$ cat src/rtl/peak_interval_tracker.sv
// peak_interval_tracker: measures sample spacing between consecutive accepted
// peaks, keeps a running average over the last 2^DEPTH_LOG2 intervals, and
// flags loss of signal when no peak arrives within TIMEOUT samples.
// Optional macro PEAK_INTERVAL_REJECT_EN enables outlier rejection against
// the running average (window avg +/- avg/4, only while the ring is full).
module peak_interval_tracker #(
    parameter int DEPTH_LOG2   = 3,
    parameter int CNT_W        = 16,
    parameter int MIN_INTERVAL = 50,
    parameter int TIMEOUT      = 2000
) (
    input  logic             clk,
    input  logic             rst,
    input  logic             sample_valid,
    input  logic             peak_in,
    output logic [CNT_W-1:0] interval_out,
    output logic             interval_valid,
    output logic             interval_reject,
    output logic [CNT_W-1:0] avg_interval,
    output logic             avg_valid,
    output logic             signal_lost
);

    localparam int DEPTH = 1 << DEPTH_LOG2;
    localparam int SUM_W = CNT_W + DEPTH_LOG2;

    typedef enum logic [1:0] {IDLE, TRACK, LOST} state_t;

    state_t                state;
    logic [CNT_W-1:0]      cnt;
    logic [CNT_W-1:0]      cnt_inc;
    logic [CNT_W:0]        interval;
    logic                  long_enough;
    logic                  timeout_hit;
    logic                  in_window;
    logic [CNT_W-1:0]      ring [DEPTH];
    logic [DEPTH_LOG2-1:0] wr_ptr;
    logic [DEPTH_LOG2:0]   fill;
    logic [SUM_W-1:0]      sum;

    // Interval is one more than the count since the reference sample; the
    // extra bit keeps the saturated count from wrapping in the compares.
    assign cnt_inc     = (cnt == '1) ? cnt : cnt + 1'b1;
    assign interval    = {1'b0, cnt} + (CNT_W+1)'(1);
    assign long_enough = (interval >= (CNT_W+1)'(MIN_INTERVAL));
    assign timeout_hit = (interval >= (CNT_W+1)'(TIMEOUT));

    assign avg_interval = sum[SUM_W-1:DEPTH_LOG2];
    assign avg_valid    = (fill == (DEPTH_LOG2+1)'(DEPTH));

`ifdef PEAK_INTERVAL_REJECT_EN
    logic [CNT_W-1:0] margin;
    logic [CNT_W:0]   win_lo;
    logic [CNT_W:0]   win_hi;

    // Acceptance window around the current average; open until the ring is full.
    always_comb begin
        margin    = avg_interval >> 2;
        win_lo    = {1'b0, avg_interval} - {1'b0, margin};
        win_hi    = {1'b0, avg_interval} + {1'b0, margin};
        in_window = !avg_valid || ((interval >= win_lo) && (interval <= win_hi));
    end
`else
    assign in_window = 1'b1;
`endif

    // Tracker FSM, interval register and one-stage averaging pipeline.
    // The averaging stage consumes the interval register the cycle after it
    // is written; a timeout clear is placed after it so the clear dominates.
    always_ff @(posedge clk or posedge rst) begin
        if (rst) begin
            state           <= IDLE;
            cnt             <= '0;
            interval_out    <= '0;
            interval_valid  <= 1'b0;
            interval_reject <= 1'b0;
            signal_lost     <= 1'b0;
            wr_ptr          <= '0;
            fill            <= '0;
            sum             <= '0;
            for (int unsigned i = 0; i < DEPTH; i++) ring[i] <= '0;
        end else begin
            interval_valid  <= 1'b0;
            interval_reject <= 1'b0;

            if (interval_valid) begin
                ring[wr_ptr] <= interval_out;
                sum          <= sum - SUM_W'(ring[wr_ptr]) + SUM_W'(interval_out);
                wr_ptr       <= wr_ptr + 1'b1;
                if (!avg_valid) fill <= fill + 1'b1;
            end

            if (sample_valid) begin
                case (state)
                    IDLE: begin
                        if (peak_in) begin
                            state <= TRACK;
                            cnt   <= '0;
                        end else begin
                            cnt <= cnt_inc;
                        end
                    end
                    TRACK: begin
                        if (peak_in && long_enough) begin
                            cnt <= '0;
                            if (in_window) begin
                                interval_out   <= interval[CNT_W-1:0];
                                interval_valid <= 1'b1;
                            end else begin
                                interval_reject <= 1'b1;
                            end
                        end else if (timeout_hit) begin
                            state       <= LOST;
                            signal_lost <= 1'b1;
                            cnt         <= cnt_inc;
                            sum         <= '0;
                            fill        <= '0;
                            wr_ptr      <= '0;
                            for (int unsigned i = 0; i < DEPTH; i++) ring[i] <= '0;
                        end else begin
                            cnt <= cnt_inc;
                        end
                    end
                    LOST: begin
                        if (peak_in) begin
                            state       <= TRACK;
                            signal_lost <= 1'b0;
                            cnt         <= '0;
                        end else begin
                            cnt <= cnt_inc;
                        end
                    end
                    default: state <= IDLE;
                endcase
            end
        end
    end

endmodule
$ cat config.mk
export PLATFORM = sky130hd
export DESIGN_NAME = peak_interval_tracker
export DESIGN_NICKNAME = d
export VERILOG_FILES = /design/src/rtl/peak_interval_tracker.sv
export SDC_FILE = /design/constraint.sdc
export NUM_CORES = 1
export LEC_CHECK = 0
export CAP_MARGIN = 15
export CORE_MARGIN = 4
export CORE_UTILIZATION = 45
export CTS_BUF_LIST = sky130_fd_sc_hd__clkbuf_2
export CTS_CLUSTER_DIAMETER = 30
export CTS_CLUSTER_SIZE = 24
export DETAILED_ROUTE_END_ITERATION = 8
export PLACE_DENSITY = 0.61
export SYNTH_ARGS = -nofsm -noshare
export SYNTH_HDL_FRONTEND = slang
export SYNTH_SLANG_ARGS = --single-unit
$ cat constraint.sdc
create_clock -name clk -period 5.95 [get_ports clk]
set_input_delay 0.595 -clock clk [delete_from_list [all_inputs] [get_ports clk]]
set_output_delay 0.595 -clock clk [all_outputs]
set_load 0.02 [all_outputs]
==> key figures, run 1 <==
Status
  – Status: finished, final reports clean

Floorplanning
  – I/O pins: 40
  – DIE WIDTH: 164 um
  – Die Height: 164 um
  – Die footprint: 26900 um2
  – Cell Rows: 56
  – Core area: 23700 um2
  – Initial Utilization: 0.462

GRT
  – Initial antenna violation count: 1
  – Number of global-route vias before repair: 8245
  – Remaining Overflow, GRT: 0
  – GRT Total Usage: 0.224
  – Largest net degree at the start of global routing: 115
  – First-pass GRT wire length: 46700 um

Hold path
  – Hold Path Class: in2async

STA
  – Setup Viol. Count Final: 0
  – Final hold vios: 0
  – Max-slew violation count: 0
  – TNS Setup: 0 ns
  – Fin crit period: 4.95 ns
  – Hold WS: 0.314 ns
  – RSZ-0062 raised after global routing: false
  – Final worst setup slack: 1.00 ns
  – Fin crit share: 0.832
  – Slew @ Worst Pin: 1.17 ns
  – Fmax: 0.202 GHz
  – Clock skew: 0.0488 ns
  – Slew margin rel.: 0.219

Layout
  – Final std cells w/o fill: 1502
  – Nets: 1213
  – Post-Layout Inst Area: 11600 um2
  – Util after Layout: 0.488
  – Area Growth Syn to Fin: 5.72%
  – Share of cells above drive strength 1: 0.0922

Logic synthesis
  – Yosys warning count: 0
  – Netlist Area Pre-Place: 10900 um2
  – Leading area contributor after synthesis: dfrtp_1
  – Synthesized area per cell: 9.11 um2
  – Async S/R FF share, synth: 1.00
  – Unique cell type count in the Yosys netlist: 60
  – Top cells by count, synth: nand2_1 (295), dfrtp_1 (190), a21oi_1 (165)
  – Syn Inst Count: 1201
  – Most used flip-flop cell after synthesis: dfrtp_1
  – Synth top area share: 0.435
  – FF+latch count, synth: 190
  – Top-count cell post-synth: nand2_1
  – Sequential area share after synthesis: 0.435
  – Post-synth net total: 1245
  – Area contributors post-synth: dfrtp_1 (43%), nand2_1 (10%), a21oi_1 (7.5%)
  – Number of synthesized flops with an enable pin: 0

Route
  – Total vias in the final route: 8366
  – Final wirelength: 29000 um
  – Antenna viol nets, final: 0
  – DR pass1 iterations: 5
  – Drt drc: 0
  – Vias per Instance: 5.57
  – Drt wl/cell: 19.3 um
  – Starting DRT DRC Count: 984

Setup path
  – Crit-path max FO: 29
  – CP Capture Type: flip-flop
  – Startpoint Class: flip-flop
  – CP Data Arrival Time: 5.68 ns
  – WP data required: 6.68 ns
  – Setup Crit Path Kind: reg2reg

Clock network
  – Clock sink count: 190
  – Hold buffer count at CTS: 0
  – Setup Buffers After CTS: 0
  – CTS H-tree depth: 4
  – Cts repair resizes: 0
  – CTS tree: yes
  – CTS Buf Count: 17
  – Maximum clock insertion buffer count: 2
  – Clock Latency Late Sink: 0.79 ns
  – Cell chosen for the clock root: clkbuf_2
  – Clock Pin Slew Worst Setup and Hold Paths: 0.28 ns

Job
  – Max Cap Violations: 0

Placement
  – Inst Count DP: 1469
  – Port bufs: 38
  – Post-detail-place hpwl: 19300 um
  – Placed cell areas: 11300 um2
  – Pre-CTS WS: 0.994 ns
  – RD Place Congestion: 0.852

Power
  – PnR Total Power: 6.98 mW
  – Pleak: 5.10 nW
  – VDD IR max: 0.350 mV
  – Power per Cell Area: 604 nW/um2
==> critical path, cell delays in order, from the launching register on <==
cell and delay (ns):
dfrtp_2 0.96, buf_4 0.43, mux4_2 0.54, mux2_2 0.31, fa_1 0.49, inv_1 0.04, ha_1 0.35, a21oi_1 0.20
o21ai_0 0.17, or3_1 0.32, or3_1 0.36, a41oi_1 0.27, mux2i_1 0.25, mux2i_1 0.19
==> layout by cell type (no fill, tap or decap), drive strengths merged, types with 15 or more instances in the layout <==
cell type      netlist  final
xor2                15     15
fa                  16     16
clkbuf              47     17
dfrtp              190    190
xnor2               19     19
nand2              295    295
o21ai               22     22
nand3               22     22
clkdlybuf4s50        0     38
mux2i               23     23
mux4                32     32
a21oi              165    165
nor3                18     18
ha                  24     24
buf                 57     15
inv                 82     86
mux2                21     21
nor2                53     53
==> cells by family (layout without fill, tap and decap cells) <==
logic type / after synthesis / in the layout / share of synthesized area
and+or+nand+nor: 437 / 437 / 0.172
buffers and inverters: 186 / 167 / 0.0781
xor gates and xnor gates: 34 / 34 / 0.0272
DFF: 190 / 190 / 0.435
AOI/OAI and AO/OA: 237 / 237 / 0.122
other: 1 / 2 / 0.000343
muxes: 76 / 76 / 0.109
adders and majority gates: 40 / 40 / 0.0567
==> sequential cells by signal, indices dropped and copies added (netlist names) <==
| name | cells |
|---|---|
| cnt | 16 |
| fill | 4 |
| interval_out | 16 |
| interval_valid | 1 |
| ring | 128 |
| signal_lost | 1 |
| state | 2 |
| sum | 19 |
| wr_ptr | 3 |
==> routing by layer <==
layer	global-route usage	up-vias	part of all wire
li1	-	3942	-
met1	0.333	4168	0.48
met2	0.343	230	0.46
met3	0.0371	26	0.047
met4	0.0564	0	0.017
met5	0	-	0
==> report_power, final <==
part / switching (mW) / internal [mW]
Sequential: 0.591 / 1.81
Combinational: 2.12 / 1.78
Clock: 0.481 / 0.201
Total: 3.19 / 3.79
==> final timing paths <==
| kind | endpoint | from | slack (ns) | depth (start not counted) |
|---|---|---|---|---|
| worst max-delay path | sum[18]$_DFF_PP0_ | wr_ptr[0]$_DFF_PP0_ | 1.00 | 13 |
| worst min-delay path | ring[93]$_DFF_PP0_ | rst | 0.31 | 2 |
| worst max register to register | sum[18]$_DFF_PP0_ | wr_ptr[0]$_DFF_PP0_ | 1.00 | 13 |
| worst min register to register | ring[71]$_DFF_PP0_ | ring[71]$_DFF_PP0_ | 0.54 | 2 |
| max in group asynchronous | ring[79]$_DFF_PP0_ | rst | 4.40 | 3 |
| min in group clk | state[0]$_DFFE_PP0P_ | peak_in | 0.51 | 3 |
==> final cells by class <==
class,count,area [um2]
flip-flops and latches,190,4760
well taps,319,399
diodes,1,2.50
fillers,2295,12100
clock inverters,15,163
clock buffers,17,85.1
inverters,82,315
repair buffers,53,493
multi-input cells,825,5350
No activity file was read; power rests on OpenSTA's default activity.
==> run 2: changes to the inputs <==
--- a/config.mk
+++ b/config.mk
@@ -12,7 +12,7 @@
 export CTS_CLUSTER_DIAMETER = 30
 export CTS_CLUSTER_SIZE = 24
 export DETAILED_ROUTE_END_ITERATION = 8
-export PLACE_DENSITY = 0.61
+export PLACE_DENSITY = 0.59
 export SYNTH_ARGS = -nofsm -noshare
 export SYNTH_HDL_FRONTEND = slang
 export SYNTH_SLANG_ARGS = --single-unit
==> constraint.sdc (replaced) <==
create_clock -name clk -period 4.7 [get_ports clk]
set_input_delay 0.47 -clock clk [delete_from_list [all_inputs] [get_ports clk]]
set_output_delay 0.47 -clock clk [all_outputs]
set_load 0.02 [all_outputs]
==> run 2 against run 1 <==
Against the previous run: fmax grew 13%; total power grew 26%; first-iteration DRC count shrank 4.5%; critical path depth is the same; largest cell class unchanged; highest routed layer unchanged.
==> key figures, run 2 (synthesis gave the netlist of run 1 again) <==
Status
  – Status: finished, final reports clean

Power
  – Pint: 4.77 mW (+26%)
  – Switch share: 0.456 (-0.000949)
  – Part of the power in combinational logic: 0.568 (+0.009)
  – Clock power share: 0.093 (-0.005)
  – Sequential power share: 0.338 (-0.006)
  – Power per Cell Area: 756 nW/um2 (+25%)
  – VDD IR max: 0.367 mV (+4.9%)
  – Pleak: 5.09 nW (about the same)
  – Net switching power: 4.00 mW (+25%)

Floorplanning
  – I/O pins: 40 (unchanged)
  – Die Height: 164 um (unchanged)
  – Initial Utilization: 0.462 (unchanged)
  – Cell Rows: 56 (unchanged)
  – Die footprint: 26900 um2 (unchanged)
  – DIE WIDTH: 164 um (unchanged)
  – Core area: 23700 um2 (unchanged)

Setup path
  – CP Data Arrival Time: 5.11 ns (-0.57 ns)
  – Crit-path max FO: 30 (+3.4%)
  – Startpoint Class: flip-flop
  – CP Capture Type: flip-flop
  – Flop-to-flop setup slack: 0.33 ns (-0.68 ns)
  – Setup Crit Path Kind: reg2reg
  – WP data required: 5.43 ns (-1.25 ns)
  – R2R depth: 13 (unchanged)
  – RR Startpoint: wr_ptr[0]$_DFF_PP0_
  – R2R Path End: sum[18]$_DFF_PP0_

Layout
  – Final std cells w/o fill: 1504 (+0.13%)
  – Max reg flops: 128 (unchanged)
  – Most common cell after layout, fill and taps aside: nand2_1
  – Sequential cell area: 4760 um2 (unchanged)
  – Nets: 1214 (+0.082%)
  – Most frequent cells in the layout: nand2_1 (295), dfrtp_1 (189), a21oi_1 (165)
  – Share of cells above drive strength 1: 0.0964 (+0.00415)
  – Largest regs: ring x128, sum x19
  – Biggest register: ring
  – Area Growth Syn to Fin: 6.15%
  – Layout fillers: 2285 (-0.44%)
  – Multi-input gate area: 5370 um2 (+0.30%)

Clock network
  – Cts repair resizes: 0 (unchanged)
  – Clock Latency Late Sink: 0.79 ns (about the same)
  – CTS tree: yes
  – Maximum clock insertion buffer count: 2 (unchanged)
  – Clock sink count: 190 (unchanged)
  – Cell chosen for the clock root: clkbuf_2
  – CTS H-tree depth: 4 (unchanged)
  – Clock Pin Slew Worst Setup and Hold Paths: 0.29 ns (about the same)
  – CTS Buf Count: 17 (unchanged)

STA
  – Setup Viol. Count Final: 0 (unchanged)
  – Max-slew violation count: 0 (unchanged)
  – Fin crit share: 0.931 (+0.0989)
  – Final worst setup slack: 0.326 ns (-0.675 ns)
  – TNS Setup: 0 ns (unchanged)
  – Final hold vios: 0 (unchanged)
  – Slew @ Worst Pin: 1.11 ns (-0.0571 ns)
  – Slew margin rel.: 0.255 (+0.0359)
  – Clock skew: 0.0571 ns (+0.00830 ns)
  – Fmax: 0.229 GHz (+13%)
  – Fin crit period: 4.37 ns (-0.575 ns)
  – RSZ-0062 raised after global routing: false

Hold path
  – Hold path start: peak_in
  – Hold Crit Endpoint: state[0]$_DFFE_PP0P_
  – Hold Crit Depth: 3
  – Hold Path Class: in2reg

Placement
  – Port bufs: 38 (unchanged)
  – Inst Count DP: 1469 (unchanged)
  – RD Place Congestion: 0.828 (-2.8%)
  – Pre-CTS WS: 0.363 ns (-0.630 ns)
  – Post-detail-place hpwl: 18900 um (-2.0%)

GRT
  – Initial antenna violation count: 1 (unchanged)
  – Remaining Overflow, GRT: 0 (unchanged)
  – Largest net degree at the start of global routing: 140 (+22%)
  – First-pass GRT wire length: 46800 um (+0.15%)
  – GRT Total Usage: 0.226 (+0.00248)
  – Number of global-route vias before repair: 8086 (-1.9%)

Route
  – Vias per Instance: 5.54 (-0.53%)
  – Final wirelength: 29100 um (+0.27%)
  – Total vias in the final route: 8333 (-0.39%)
  – Antenna viol nets, final: 0 (unchanged)
  – DR pass1 iterations: 7 (+2)
  – Drt wl/cell: 19.3 um (+0.13%)
  – Starting DRT DRC Count: 940 (-4.5%)
  – Drt drc: 0 (unchanged)

Job
  – Max Cap Violations: 0 (unchanged)
## run 2: metal layers
metal  vias to the layer above  routed length (um)  GRT usage
met5                         -                   0          0
met4                         0                 406     0.0496
met3                        29                1760     0.0364
met2                       238               13400      0.348
met1                      4114               13500      0.341
li1                       3952                   -          -
## run 2: how the worst max path moves through the flow
stage                         from           endpoint  slack (ns)  cells after the start
4_1_cts        wr_ptr[0]$_DFF_PP0_  sum[18]$_DFF_PP0_        0.31                     13
3_3_place_gp   wr_ptr[0]$_DFF_PP0_  sum[18]$_DFF_PP0_        0.45                     13
2_1_floorplan  wr_ptr[0]$_DFF_PP0_  sum[18]$_DFF_PP0_        0.25                     14
3_5_place_dp   wr_ptr[0]$_DFF_PP0_  sum[18]$_DFF_PP0_        0.36                     13
6_report       wr_ptr[0]$_DFF_PP0_  sum[18]$_DFF_PP0_        0.33                     13
5_1_grt        wr_ptr[0]$_DFF_PP0_  sum[18]$_DFF_PP0_        0.02                     13
## run 2: repair_timing
item	4_1_cts	5_1_grt
hold endpoints to repair	1	0
buffers inserted	0	0
hold buffers	1	0
## run 2: layout make-up
class	count	area share
clock buffers	18	0.00776
repair buffers	54	0.0476
clock inverters	14	0.0112
well taps	319	0.0344
diodes	2	0.000431
multi-input cells	825	0.462
flip-flops and latches	190	0.410
inverters	82	0.0268
## run 2: power by group through the flow
stage | combinational [mW] | sequential (mW) | clock, mW
after floorplan | 4.04 | 2.67 | 0
after global placement | 4.89 | 3.00 | 0
after detailed placement | 4.96 | 3.00 | 0
after CTS | 4.99 | 2.97 | 0.846
after global routing | 5.66 | 3.06 | 0.906
final | 4.99 | 2.97 | 0.818
## run 2: through the flow
stage | util | hold WS, ns | instance area (um2) | power (mW)
global route | 0.490 | 0.265 | 11600 | 9.63
floorplan | - | 0.486 | 10900 | 6.71
detailed placement | 0.480 | 0.512 | 11400 | 7.97
finish | 0.490 | 0.369 | 11600 | 8.77
global placement | 0.480 | 0.506 | 11400 | 7.89
CTS | 0.490 | 0.272 | 11600 | 8.80
## run 2: worst max-delay path, stage by stage, from the launching register on
cell and delay (ns):
dfrtp_2 0.64, buf_12 0.27, mux4_2 0.52, mux2_2 0.30
fa_1 0.48, inv_1 0.04, ha_1 0.34, a21oi_1 0.19
o21ai_0 0.14, or3_1 0.31, or3_1 0.37, a41oi_1 0.27
mux2i_1 0.25, mux2i_1 0.20
